## config.mk

```make
export PLATFORM = sky130hd
export DESIGN_NAME = seven_seg_scanner
export DESIGN_NICKNAME = d
export VERILOG_FILES = /design/src/rtl/seg_pkg.sv /design/src/rtl/bcd_to_seg.sv /design/src/rtl/seven_seg_scanner.sv
export SDC_FILE = /design/constraint.sdc
export NUM_CORES = 1
export LEC_CHECK = 0
export CORE_MARGIN = 2
export CORE_UTILIZATION = 31
export CTS_CLUSTER_DIAMETER = 40
export DETAILED_ROUTE_END_ITERATION = 10
export HOLD_SLACK_MARGIN = 0.1
export PLACE_DENSITY_LB_ADDON = 0.05
export SETUP_SLACK_MARGIN = 0.4
export SLEW_MARGIN = 5
export SYNTH_ARGS = -nofsm -noshare
export SYNTH_HDL_FRONTEND = slang
export SYNTH_HIERARCHICAL = 1
export SYNTH_SLANG_ARGS = --single-unit
export TNS_END_PERCENT = 10
```

## constraint.sdc

```tcl
create_clock -name clk -period 3.7 [get_ports clk]
set_clock_uncertainty 0.05 [all_clocks]
set_input_delay 0.74 -clock clk [delete_from_list [all_inputs] [get_ports clk]]
set_output_delay 0.74 -clock clk [all_outputs]
set_load 0.01 [all_outputs]
```

## src/rtl/seg_pkg.sv

```systemverilog
// Shared 7-segment glyphs (active-high, bit 0 = segment a) and the special
// digit codes used by the scanner.
package seg_pkg;

  localparam logic [3:0] DASH  = 4'hA;
  localparam logic [3:0] BLANK = 4'hF;

  localparam logic [6:0] GLYPH_0    = 7'h3F;
  localparam logic [6:0] GLYPH_1    = 7'h06;
  localparam logic [6:0] GLYPH_2    = 7'h5B;
  localparam logic [6:0] GLYPH_3    = 7'h4F;
  localparam logic [6:0] GLYPH_4    = 7'h66;
  localparam logic [6:0] GLYPH_5    = 7'h6D;
  localparam logic [6:0] GLYPH_6    = 7'h7D;
  localparam logic [6:0] GLYPH_7    = 7'h07;
  localparam logic [6:0] GLYPH_8    = 7'h7F;
  localparam logic [6:0] GLYPH_9    = 7'h6F;
  localparam logic [6:0] GLYPH_DASH = 7'h40;
  localparam logic [6:0] GLYPH_OFF  = 7'h00;

endpackage

```

## src/rtl/bcd_to_seg.sv

```systemverilog
// Nibble to active-high 7-segment glyph; 10 is a dash, 11-15 are blank.
module bcd_to_seg
  import seg_pkg::*;
(
  input  logic [3:0] bcd,
  output logic [6:0] seg
);

  always_comb begin
    seg = GLYPH_OFF;
    case (bcd)
      4'd0:    seg = GLYPH_0;
      4'd1:    seg = GLYPH_1;
      4'd2:    seg = GLYPH_2;
      4'd3:    seg = GLYPH_3;
      4'd4:    seg = GLYPH_4;
      4'd5:    seg = GLYPH_5;
      4'd6:    seg = GLYPH_6;
      4'd7:    seg = GLYPH_7;
      4'd8:    seg = GLYPH_8;
      4'd9:    seg = GLYPH_9;
      DASH:    seg = GLYPH_DASH;
      default: seg = GLYPH_OFF;
    endcase
  end

endmodule

```

## src/rtl/seven_seg_scanner.sv

```systemverilog
// Multiplexed two-page 7-segment scanner: slot divider, digit index, debounced
// page switch applied at frame boundaries, and per-frame digit snapshot.
module seven_seg_scanner
  import seg_pkg::*;
#(
  parameter int unsigned NUM_DIGITS     = 8,
  parameter int unsigned CLK_DIV        = 50000,
  parameter int unsigned DEBOUNCE_TICKS = 4,
  parameter bit          SEG_ACTIVE_LOW = 1'b1,
  parameter bit          AN_ACTIVE_LOW  = 1'b1
) (
  input  logic                    clk,
  input  logic                    rst,
  input  logic                    page_sel,
  input  logic [4*NUM_DIGITS-1:0] page0_bcd,
  input  logic [4*NUM_DIGITS-1:0] page1_bcd,
  output logic [6:0]              seg,
  output logic [NUM_DIGITS-1:0]   an,
  output logic                    page_active
);

  localparam int unsigned DIV_W = (CLK_DIV > 1) ? $clog2(CLK_DIV) : 1;
  localparam int unsigned IDX_W = (NUM_DIGITS > 1) ? $clog2(NUM_DIGITS) : 1;
  localparam int unsigned CNT_W = $clog2(DEBOUNCE_TICKS + 1);
  localparam int unsigned BCD_W = 4 * NUM_DIGITS;

  localparam logic [DIV_W-1:0]      DIV_LAST = DIV_W'(CLK_DIV - 1);
  localparam logic [IDX_W-1:0]      IDX_LAST = IDX_W'(NUM_DIGITS - 1);
  localparam logic [CNT_W-1:0]      CNT_LAST = CNT_W'(DEBOUNCE_TICKS - 1);
  localparam logic [6:0]            SEG_XOR  = {7{SEG_ACTIVE_LOW}};
  localparam logic [NUM_DIGITS-1:0] AN_XOR   = {NUM_DIGITS{AN_ACTIVE_LOW}};

  logic [DIV_W-1:0]      div_q;
  logic                  tick;
  logic                  frame_end;
  logic [IDX_W-1:0]      idx_q;
  logic [IDX_W-1:0]      idx_next;

  logic [1:0]            sync_q;
  logic                  sel_sync;
  logic                  sel_prev_q;
  logic                  sel_changed;
  logic [CNT_W-1:0]      db_cnt_q;
  logic [CNT_W-1:0]      db_cnt_next;
  logic                  accept;
  logic                  pend_q;
  logic                  pend_next;

  logic                  page_q;
  logic                  page_next;
  logic [BCD_W-1:0]      snap_q;
  logic [BCD_W-1:0]      snap_next;

  logic [3:0]            digit_code;
  logic [NUM_DIGITS-1:0] an_onehot;
  logic [6:0]            glyph;

  assign tick        = (div_q == DIV_LAST);
  assign frame_end   = tick && (idx_q == IDX_LAST);
  assign sel_sync    = sync_q[1];
  assign sel_changed = sel_sync ^ sel_prev_q;
  assign page_active = page_q;

  always_comb begin
    idx_next = idx_q;
    if (tick) begin
      idx_next = (idx_q == IDX_LAST) ? '0 : idx_q + 1'b1;
    end
  end

  // Count ticks while the synchronised switch differs from the pending page;
  // any edge of the synchronised level, even between ticks, restarts the count.
  always_comb begin
    accept      = 1'b0;
    db_cnt_next = db_cnt_q;
    if (sel_changed || (sel_sync == pend_q)) begin
      db_cnt_next = '0;
    end else if (tick) begin
      if (db_cnt_q == CNT_LAST) begin
        accept      = 1'b1;
        db_cnt_next = '0;
      end else begin
        db_cnt_next = db_cnt_q + 1'b1;
      end
    end
    pend_next = accept ? sel_sync : pend_q;
  end

  // pend_next already includes an acceptance on this same tick.
  always_comb begin
    page_next = page_q;
    snap_next = snap_q;
    if (frame_end) begin
      page_next = pend_next;
      snap_next = pend_next ? page1_bcd : page0_bcd;
    end
  end

  // Select from next-state index/snapshot so the registered outputs show the
  // new digit in the cycle right after the tick.
  always_comb begin
    digit_code = BLANK;
    an_onehot  = '0;
    for (int unsigned k = 0; k < NUM_DIGITS; k++) begin
      if (idx_next == IDX_W'(k)) begin
        digit_code   = snap_next[4*k +: 4];
        an_onehot[k] = 1'b1;
      end
    end
  end

  bcd_to_seg u_dec (
    .bcd (digit_code),
    .seg (glyph)
  );

  always_ff @(posedge clk) begin
    if (rst) begin
      div_q      <= '0;
      idx_q      <= '0;
      sync_q     <= '0;
      sel_prev_q <= 1'b0;
      db_cnt_q   <= '0;
      pend_q     <= 1'b0;
      page_q     <= 1'b0;
      snap_q     <= {NUM_DIGITS{BLANK}};
      seg        <= SEG_XOR;
      an         <= AN_XOR;
    end else begin
      div_q      <= tick ? '0 : div_q + 1'b1;
      idx_q      <= idx_next;
      sync_q     <= {sync_q[0], page_sel};
      sel_prev_q <= sel_sync;
      db_cnt_q   <= db_cnt_next;
      pend_q     <= pend_next;
      page_q     <= page_next;
      snap_q     <= snap_next;
      if (tick) begin
        seg <= glyph ^ SEG_XOR;
        an  <= an_onehot ^ AN_XOR;
      end
    end
  end

endmodule

```

==> results of run 1 <==
[metrics by stage]
| step | instances | hold slack (ns) |
|---|---|---|
| 2_1_floorplan | 515 | 0.364 |
| 4_1_cts | 798 | 0.393 |
| 3_5_place_dp | 759 | 0.380 |
| 5_1_grt | 801 | 0.411 |
| 6_report | 801 | 0.390 |
| 3_3_place_gp | 759 | 0.373 |
[what timing repair did]
item | in CTS | in global routing
cloned | 2 | 1
buffers inserted | 22 | 2
gates resized for setup | 28 | 12
pin swaps | 16 | 5
setup endpoints to repair | 7 | 7
endpoints found under the hold margin | 0 | 0
[power breakdown]
part	switching (mW)	leakage, nW	internal [mW]	total, mW
registers	0.00364	0.601	0.801	0.804
clock network	0.343	0.142	0.535	0.878
logic	0.0427	1.54	0.0749	0.118
total	0.389	2.28	1.41	1.80
[cells in the final DEF, fill, tap and decap left out, drive strengths merged, types with 3 or more instances in the layout]
cell / n
clkdlybuf4s50: 81
dfxtp: 74
nor2: 64
buf: 51
nand2: 47
a21oi: 34
o21ai: 31
a211o: 28
nand3: 27
nand2b: 15
clkbuf: 13
inv: 11
a31oi: 11
a211oi: 11
mux2i: 10
ha: 10
or2: 9
xor2: 8
o22ai: 7
and3: 7
a21o: 7
nor2b: 6
or3: 6
nor3: 6
xnor2: 5
a221o: 4
o21bai: 4
a31o: 4
nand4: 4
a311oi: 3
and4: 3
a221oi: 3
[worst reg2reg max path, cell delays in order (launching register included)]
cell and delay (ns):
dfxtp_2 0.35, nor4b_4 0.36, nand4_2 0.19, buf_6 0.17, mux2i_4 0.21, a211oi_1 0.08, a2111o_1 0.41, or4_4 0.45
a21oi_4 0.21, inv_2 0.10, ha_4 0.27, inv_1 0.03, o22ai_1 0.13, nor2_1 0.05, a211o_1 0.22
[cell families after synthesis]
logic type      share of synthesized area
flops                               0.355
mux                                0.0303
buf+inv                            0.0581
xor+xnor                           0.0273
compound gates                      0.259
simple gates                        0.240
fa+ha+maj                          0.0300
[state kept, by name (all words and copies together) (netlist names)]
| register | count |
|---|---|
| an | 8 |
| div_q | 16 |
| page_active | 1 |
| pend_q | 1 |
| db_cnt_q | 3 |
| sync_q | 2 |
| idx_q | 3 |
| sel_prev_q | 1 |
| snap_q | 32 |
| seg | 7 |
[routing by layer]
layer	vias to the layer above	global-route usage	part of all wire	wire, µm
li1	2072	-	-	-
met1	1960	0.274	0.48	6610
met2	111	0.286	0.44	5970
met3	20	0.0404	0.058	796
met4	0	0.0890	0.021	280
met5	-	0	0	0
[cell type report]
class | instances | area, µm² | share of cell area
clock inverter | 3 | 40.0 | 0.00672
clock buffer | 12 | 246 | 0.0414
sequential | 74 | 1490 | 0.250
tap | 176 | 220 | 0.0370
timing repair buffer | 133 | 1260 | 0.212
inverter | 11 | 41.3 | 0.00693
multi-input combinational | 392 | 2660 | 0.446
[worst paths after layout]
path	from	to	slack (ns)
max	div_q[4]$_SDFF_PP0_	seg[3]$_SDFFE_PP1N_	0.32
min	sync_q[0]$_SDFF_PP0_	sync_q[1]$_SDFF_PP0_	0.39
max reg2reg	div_q[4]$_SDFF_PP0_	seg[3]$_SDFFE_PP1N_	0.32
min reg2reg	sync_q[0]$_SDFF_PP0_	sync_q[1]$_SDFF_PP0_	0.39
==> metrics.md, run 1 <==
| Metric | Value |
|---|---|
| Largest net degree at the start of global routing | `44` |
| Mean post-synth cell area | `8.11 µm²` |
| CTS Buf Count | `9` |
| Clk_lat worst skew | `about 0.34 ns` |
| Initial Util | `0.317` |
| Crit path required time | `between 3 and 4 ns` |
| Synth area leader | `dfxtp_1` |
| Setup TNS | `0 ns` |
| Worst min-delay path category | `flip-flop to flip-flop` |
| Async S/R FF share, synth | `0` |
| Placement Setup Slack | `approximately 0.049 ns` |
| Cell count along the critical path | `14` |
| Drt first pass iters | `4` |
| Max Cap Violations | `0` |
| Fin. Hold Viols | `0` |
| Yosys top cell area share | `0.355` |
| Overall Power | `1.80 mW` |
| Area after DPL | `about 0.0053 mm²` |
| Syn-to-layout area delta | `42.6%` |
| Status | `complete, no violations` |
| Post-detailed-route count of antenna-violating nets | `0` |
| Crit path time final | `roughly 3.4 ns` |
| Largest cells by area after synthesis | `dfxtp_1 (35%), a211o_1 (5.9%), nor2_1 (5.6%)` |
| RePlAce Congestion | `roughly 0.85` |
| Max Freq | `0.295 GHz` |
| Core Area | `around 0.013 mm²` |
| Top-count cell post-synth | `dfxtp_1` |
| Htree depth | `3` |
| Io pins | `83` |
| Drt via density | `around 5.2` |
| Post-route DRC | `0` |
| Diode count | `0` |
| Worst EP arrival | `~3.6 ns` |
| Initial antenna violation count | `0` |
| CP peak stage delay | `approximately 0.45 ns` |
| Ys Warns | `6` |
| Leakage dissipation | `2.28 nW` |
| Worst setup SP type | `flip-flop` |
| CTS max path bufs | `2` |
| Hold_buf cts | `0` |
| Starting DRT DRC Count | `~260` |
| Synth top cells by count | `dfxtp_1 (74), nor2_1 (62), nand2_1 (45)` |
| FILL cells | `1326` |
| First-pass GRT wire length | `21800 µm` |
| Final nets | `~700` |
| CP endpoint kind | `flip-flop` |
| Ys flop type | `dfxtp_1` |
| Post-layout worst setup margin | `about 0.32 ns` |
| CTS Root Buffer Type | `clkbuf_16` |
| TritonCTS clock tree | `built` |
| Row count | `between 40 and 50` |
| CP max-delay cell | `or4_4` |
| CP delay by family, top | `compound AO/OA/AOI/OAI gates` |
| Syn Nets | `592` |
| Fin area | `0.00595 mm²` |
| Tot GR Track Use | `0.195` |
| DR vias | `roughly 4200` |
| Least-Margin Pin Slew | `slightly below 0.7 ns` |
| Max-slew headroom | `0.537` |
| Finish-stage setup viols | `0` |
| Post-synth EDFFs | `0` |
| Post-layout utilization of the core | `0.451` |
| Number of global-route vias before repair | `~4000` |
| Die height | `roughly 120 µm` |
| Sequential fraction of the synthesis area | `0.355` |
| CTS sink cnt | `74` |
| Peak VDD IR | `0.177 mV` |
| Post-Syn Instances | `515` |
| Hpwl dp | `~9000 µm` |
| Crit-path cells | `nor4b_4 -> nand4_2 -> buf_6 -> mux2i_4 -> a211oi_1 -> a2111o_1 -> or4_4 -> a21oi_4 -> inv_2 -> ha_4 -> inv_1 -> o22ai_1 -> nor2_1 -> a211o_1` |
| Worst path bufs/invs | `3` |
| Die Span X | `between 100 and 150 µm` |
| Power density over cell area | `roughly 300 mW/mm²` |
| Final wirelength | `between 10000 and 15000 µm` |
| Layout cells sized above 1 | `0.202` |
| RSZ-0062 raised after global routing | `true` |
| Crit path max fanout | `5` |
| Die area | `0.0144 mm²` |
| Clock-pin slew on the worst setup and hold paths | `approximately 0.06 ns` |
| Total gr overflow | `0` |
| Mapped cell area | `~0.0042 mm²` |
| Crit Path Class | `flip-flop to flip-flop` |
| Hold depth | `1` |
| Post-synthesis cell type count | `61` |
| Buffers on Ports | `82` |
| Final slew viol count | `0` |
| Fin crit share | `0.915` |
| Wire per inst | `17.0 µm` |
| R2r worst-path depth | `14` |
| #FFs+latches synth | `74` |
Note: power is estimated with default switching activity, not from simulation.
==> inputs of run 2 (changes only) <==
--- a/config.mk
+++ b/config.mk
@@ -15,6 +15,5 @@
 export SLEW_MARGIN = 5
 export SYNTH_ARGS = -nofsm -noshare
 export SYNTH_HDL_FRONTEND = slang
-export SYNTH_HIERARCHICAL = 1
 export SYNTH_SLANG_ARGS = --single-unit
 export TNS_END_PERCENT = 10
==> constraint.sdc (replaced) <==
create_clock -name clk -period 4.2 [get_ports clk]
set_clock_uncertainty 0.05 [all_clocks]
set_input_delay 0.84 -clock clk [delete_from_list [all_inputs] [get_ports clk]]
set_output_delay 0.84 -clock clk [all_outputs]
set_load 0.01 [all_outputs]
==> metrics.md, run 2 <==
| Metric | Value |
|---|---|
| Status | `complete, no violations (unchanged)` |
| Top-count cell post-synth | `dfxtp_1 (unchanged)` |
| First-pass GRT wire length | `21000 µm (was 21800 µm)` |
| Initial Util | `0.316 (was 0.317)` |
| Synth area leader | `dfxtp_1 (unchanged)` |
| Layout cells sized above 1 | `0.114 (was 0.202)` |
| Final slew viol count | `0 (unchanged)` |
| CP endpoint kind | `flip-flop (unchanged)` |
| Max Freq | `0.284 GHz (was 0.295 GHz)` |
| Clk_lat worst skew | `0.35 ns (was 0.34 ns)` |
| Wire per inst | `16.8 µm (was 17.0 µm)` |
| Reg area | `0.00148 mm² (was 0.00149 mm²)` |
| Number of global-route vias before repair | `3966 (was 4030)` |
| Post-synth EDFFs | `0 (unchanged)` |
| Crit Path Class | `flip-flop to flip-flop (unchanged)` |
| Diode count | `0 (unchanged)` |
| Multi-input combinational cell area | `0.00252 mm² (was 0.00266 mm²)` |
| CTS sink cnt | `74 (unchanged)` |
| Largest registers | `snap_q (32), div_q (16), an (8) (unchanged)` |
| Max-slew headroom | `0.581 (was 0.537)` |
| Die area | `0.0144 mm² (about the same)` |
| CTS Buf Count | `9 (unchanged)` |
| CP max-delay cell | `dfxtp_2 (was or4_4)` |
| Drt via density | `5.21 (was 5.20)` |
| Final nets | `667 (was 698)` |
| Worst path bufs/invs | `1 (was 3)` |
| Crit-path cells | `ha_1 -> ha_1 -> nand2b_1 -> nor2_1 -> mux2i_1 -> a21o_1 -> o211ai_1 -> a221oi_2 -> o211a_2 -> inv_1 -> ha_1 -> nand2_1 -> a21oi_1 -> a211o_1 (was nor4b_4 -> nand4_2 -> buf_6 -> mux2i_4 -> a211oi_1 -> a2111o_1 -> or4_4 -> a21oi_4 -> inv_2 -> ha_4 -> inv_1 -> o22ai_1 -> nor2_1 -> a211o_1)` |
| Die Span X | `120 µm (about the same)` |
| Area after DPL | `0.00519 mm² (was 0.00527 mm²)` |
| Hold_buf cts | `0 (unchanged)` |
| Crit path max fanout | `14 (was 5)` |
| Least-Margin Pin Slew | `0.627 ns (was 0.695 ns)` |
| Async S/R FF share, synth | `0 (unchanged)` |
| Largest register by flop count | `snap_q (unchanged)` |
| Largest net degree at the start of global routing | `46 (was 44)` |
| Drt first pass iters | `5 (was 4)` |
| Crit path required time | `4.38 ns (was 3.89 ns)` |
| Commonest non-fill, non-tap cell in the layout | `clkdlybuf4s50_1 (unchanged)` |
| Syn Nets | `581 (was 592)` |
| Worst min-delay path category | `flip-flop to flip-flop (unchanged)` |
| Overall Power | `1.66 mW (was 1.80 mW)` |
| Io pins | `83 (unchanged)` |
| Tot GR Track Use | `0.188 (was 0.195)` |
| Fin. Hold Viols | `0 (unchanged)` |
| CTS max path bufs | `2 (unchanged)` |
| Ys Warns | `0 (was 6)` |
| Yosys top cell area share | `0.355 (about the same)` |
| Core Area | `0.0132 mm² (unchanged)` |
| Htree depth | `3 (unchanged)` |
| Buffers on Ports | `82 (unchanged)` |
| Post-Syn Instances | `505 (was 515)` |
| Leakage dissipation | `2.31 nW (was 2.28 nW)` |
| Largest cells by area after synthesis | `dfxtp_1 (36%), nor2_1 (6.4%), nand2_1 (5.2%) (was dfxtp_1 (35%), a211o_1 (5.9%), nor2_1 (5.6%))` |
| Finish-stage setup viols | `0 (unchanged)` |
| Final wirelength | `13000 µm (was 13700 µm)` |
| CP delay by family, top | `compound AO/OA/AOI/OAI gates (unchanged)` |
| Clock-pin slew on the worst setup and hold paths | `0.06 ns (about the same)` |
| Worst setup SP type | `flip-flop (unchanged)` |
| Initial antenna violation count | `0 (unchanged)` |
| Total gr overflow | `0 (unchanged)` |
| Commonest non-fill, non-tap cells in the layout | `clkdlybuf4s50_1 (82), dfxtp_1 (73), nor2_1 (71), nand2_1 (58), o21ai_0 (25) (was clkdlybuf4s50_1 (81), dfxtp_1 (69), nor2_1 (61), buf_4 (45), nand2_1 (43))` |
| Die height | `120 µm (about the same)` |
| Mean post-synth cell area | `8.25 µm² (was 8.11 µm²)` |
| Post-synthesis cell type count | `73 (was 61)` |
| RePlAce Congestion | `0.851 (was 0.852)` |
| Peak VDD IR | `0.231 mV (was 0.177 mV)` |
| Max Cap Violations | `0 (unchanged)` |
| FILL cells | `1371 (was 1326)` |
| DR vias | `4019 (was 4163)` |
| Fin area | `0.00558 mm² (was 0.00595 mm²)` |
| Ys flop type | `dfxtp_1 (unchanged)` |
| Critical Path Most Common Cell | `ha_1` |
| Syn-to-layout area delta | `33.8% (was 42.6%)` |
| Hpwl dp | `9740 µm (was 9260 µm)` |
| Row count | `42 (unchanged)` |
| Fin crit share | `0.839 (was 0.915)` |
| Crit path time final | `3.52 ns (was 3.38 ns)` |
| Mapped cell area | `0.00417 mm² (was 0.00418 mm²)` |
| Post-detailed-route count of antenna-violating nets | `0 (unchanged)` |
| Setup TNS | `0 ns (unchanged)` |
| TritonCTS clock tree | `built (unchanged)` |
| Worst EP arrival | `3.70 ns (was 3.57 ns)` |
| Power density over cell area | `298 mW/mm² (was 302 mW/mm²)` |
| Largest register FFs | `32 (unchanged)` |
| Starting DRT DRC Count | `219 (was 255)` |
| #FFs+latches synth | `74 (unchanged)` |
| Post-route DRC | `0 (unchanged)` |
| CP peak stage delay | `0.40 ns (was 0.45 ns)` |
| Synth top cells by count | `dfxtp_1 (74), nor2_1 (71), nand2_1 (58) (was dfxtp_1 (74), nor2_1 (62), nand2_1 (45))` |
| CTS Root Buffer Type | `clkbuf_16 (unchanged)` |
| RSZ-0062 raised after global routing | `false (was true)` |
| Sequential fraction of the synthesis area | `0.355 (about the same)` |
-- run 2: logic make-up (layout without fill, tap and decap cells) --
group	Yosys count	after routing	synth area share
flops	74	74	0.355
simple gates	233	233	0.295
mux	17	17	0.0411
buf+inv	39	130	0.0429
xor+xnor	15	15	0.0315
compound gates	118	118	0.207
fa+ha+maj	9	9	0.0270
-- run 2: repair_timing --
item	CTS	global route
gates resized for setup	1	5
endpoints found under the setup margin	2	3
pin swaps	0	2
setup buffers	0	5
-- run 2: layer usage --
layer | up-vias | track usage | part of all wire
li1 | 1987 | - | -
met1 | 1892 | 0.257 | 0.47
met2 | 127 | 0.290 | 0.45
met3 | 13 | 0.0551 | 0.065
met4 | 0 | 0.0500 | 0.010
met5 | - | 0 | 0
-- run 2: through the flow --
step	setup slack (ns)	hold WS, ns	cells	utilization
2_1_floorplan	1.11	0.363	505	-
3_3_place_gp	0.498	0.373	751	0.394
3_5_place_dp	0.405	0.380	751	0.394
4_1_cts	0.504	0.397	767	0.419
5_1_grt	0.413	0.417	772	0.423
6_report	0.678	0.394	772	0.423
-- run 2: report_power, final --
group	switching, mW	internal (mW)
sequential	0.00398	0.705
combinational	0.0329	0.0633
clock	0.318	0.537
total	0.355	1.31
-- run 2: area by class of cell --
type / instances / share of cell area
tap: 176 / 0.0395
clock buffer: 10 / 0.0428
sequential: 74 / 0.266
timing repair buffer: 104 / 0.177
inverter: 10 / 0.00673
multi-input combinational: 392 / 0.452
clock inverter: 6 / 0.0162
-- run 2: worst register-to-register path: stages, from the launching register on --
cell and delay [ns]:
dfxtp_2 0.40, ha_1 0.24, ha_1 0.39, nand2b_1 0.29, nor2_1 0.07, mux2i_1 0.31
a21o_1 0.13, o211ai_1 0.11, a221oi_2 0.29, o211a_2 0.32, inv_1 0.10, ha_1 0.31
nand2_1 0.07, a21oi_1 0.07, a211o_1 0.28
-- run 2: path summary, 6_finish.rpt --
kind | startpoint | end | cells past startpoint | slack [ns]
max | idx_q[0]$_SDFF_PP0_ | seg[1]$_SDFFE_PP1N_ | 14 | 0.68
min | db_cnt_q[2]$_SDFFE_PP0N_ | db_cnt_q[2]$_SDFFE_PP0N_ | 2 | 0.39
max reg2reg | idx_q[0]$_SDFF_PP0_ | seg[1]$_SDFFE_PP1N_ | 14 | 0.68
min reg2reg | db_cnt_q[2]$_SDFFE_PP0N_ | db_cnt_q[2]$_SDFFE_PP0N_ | 2 | 0.39
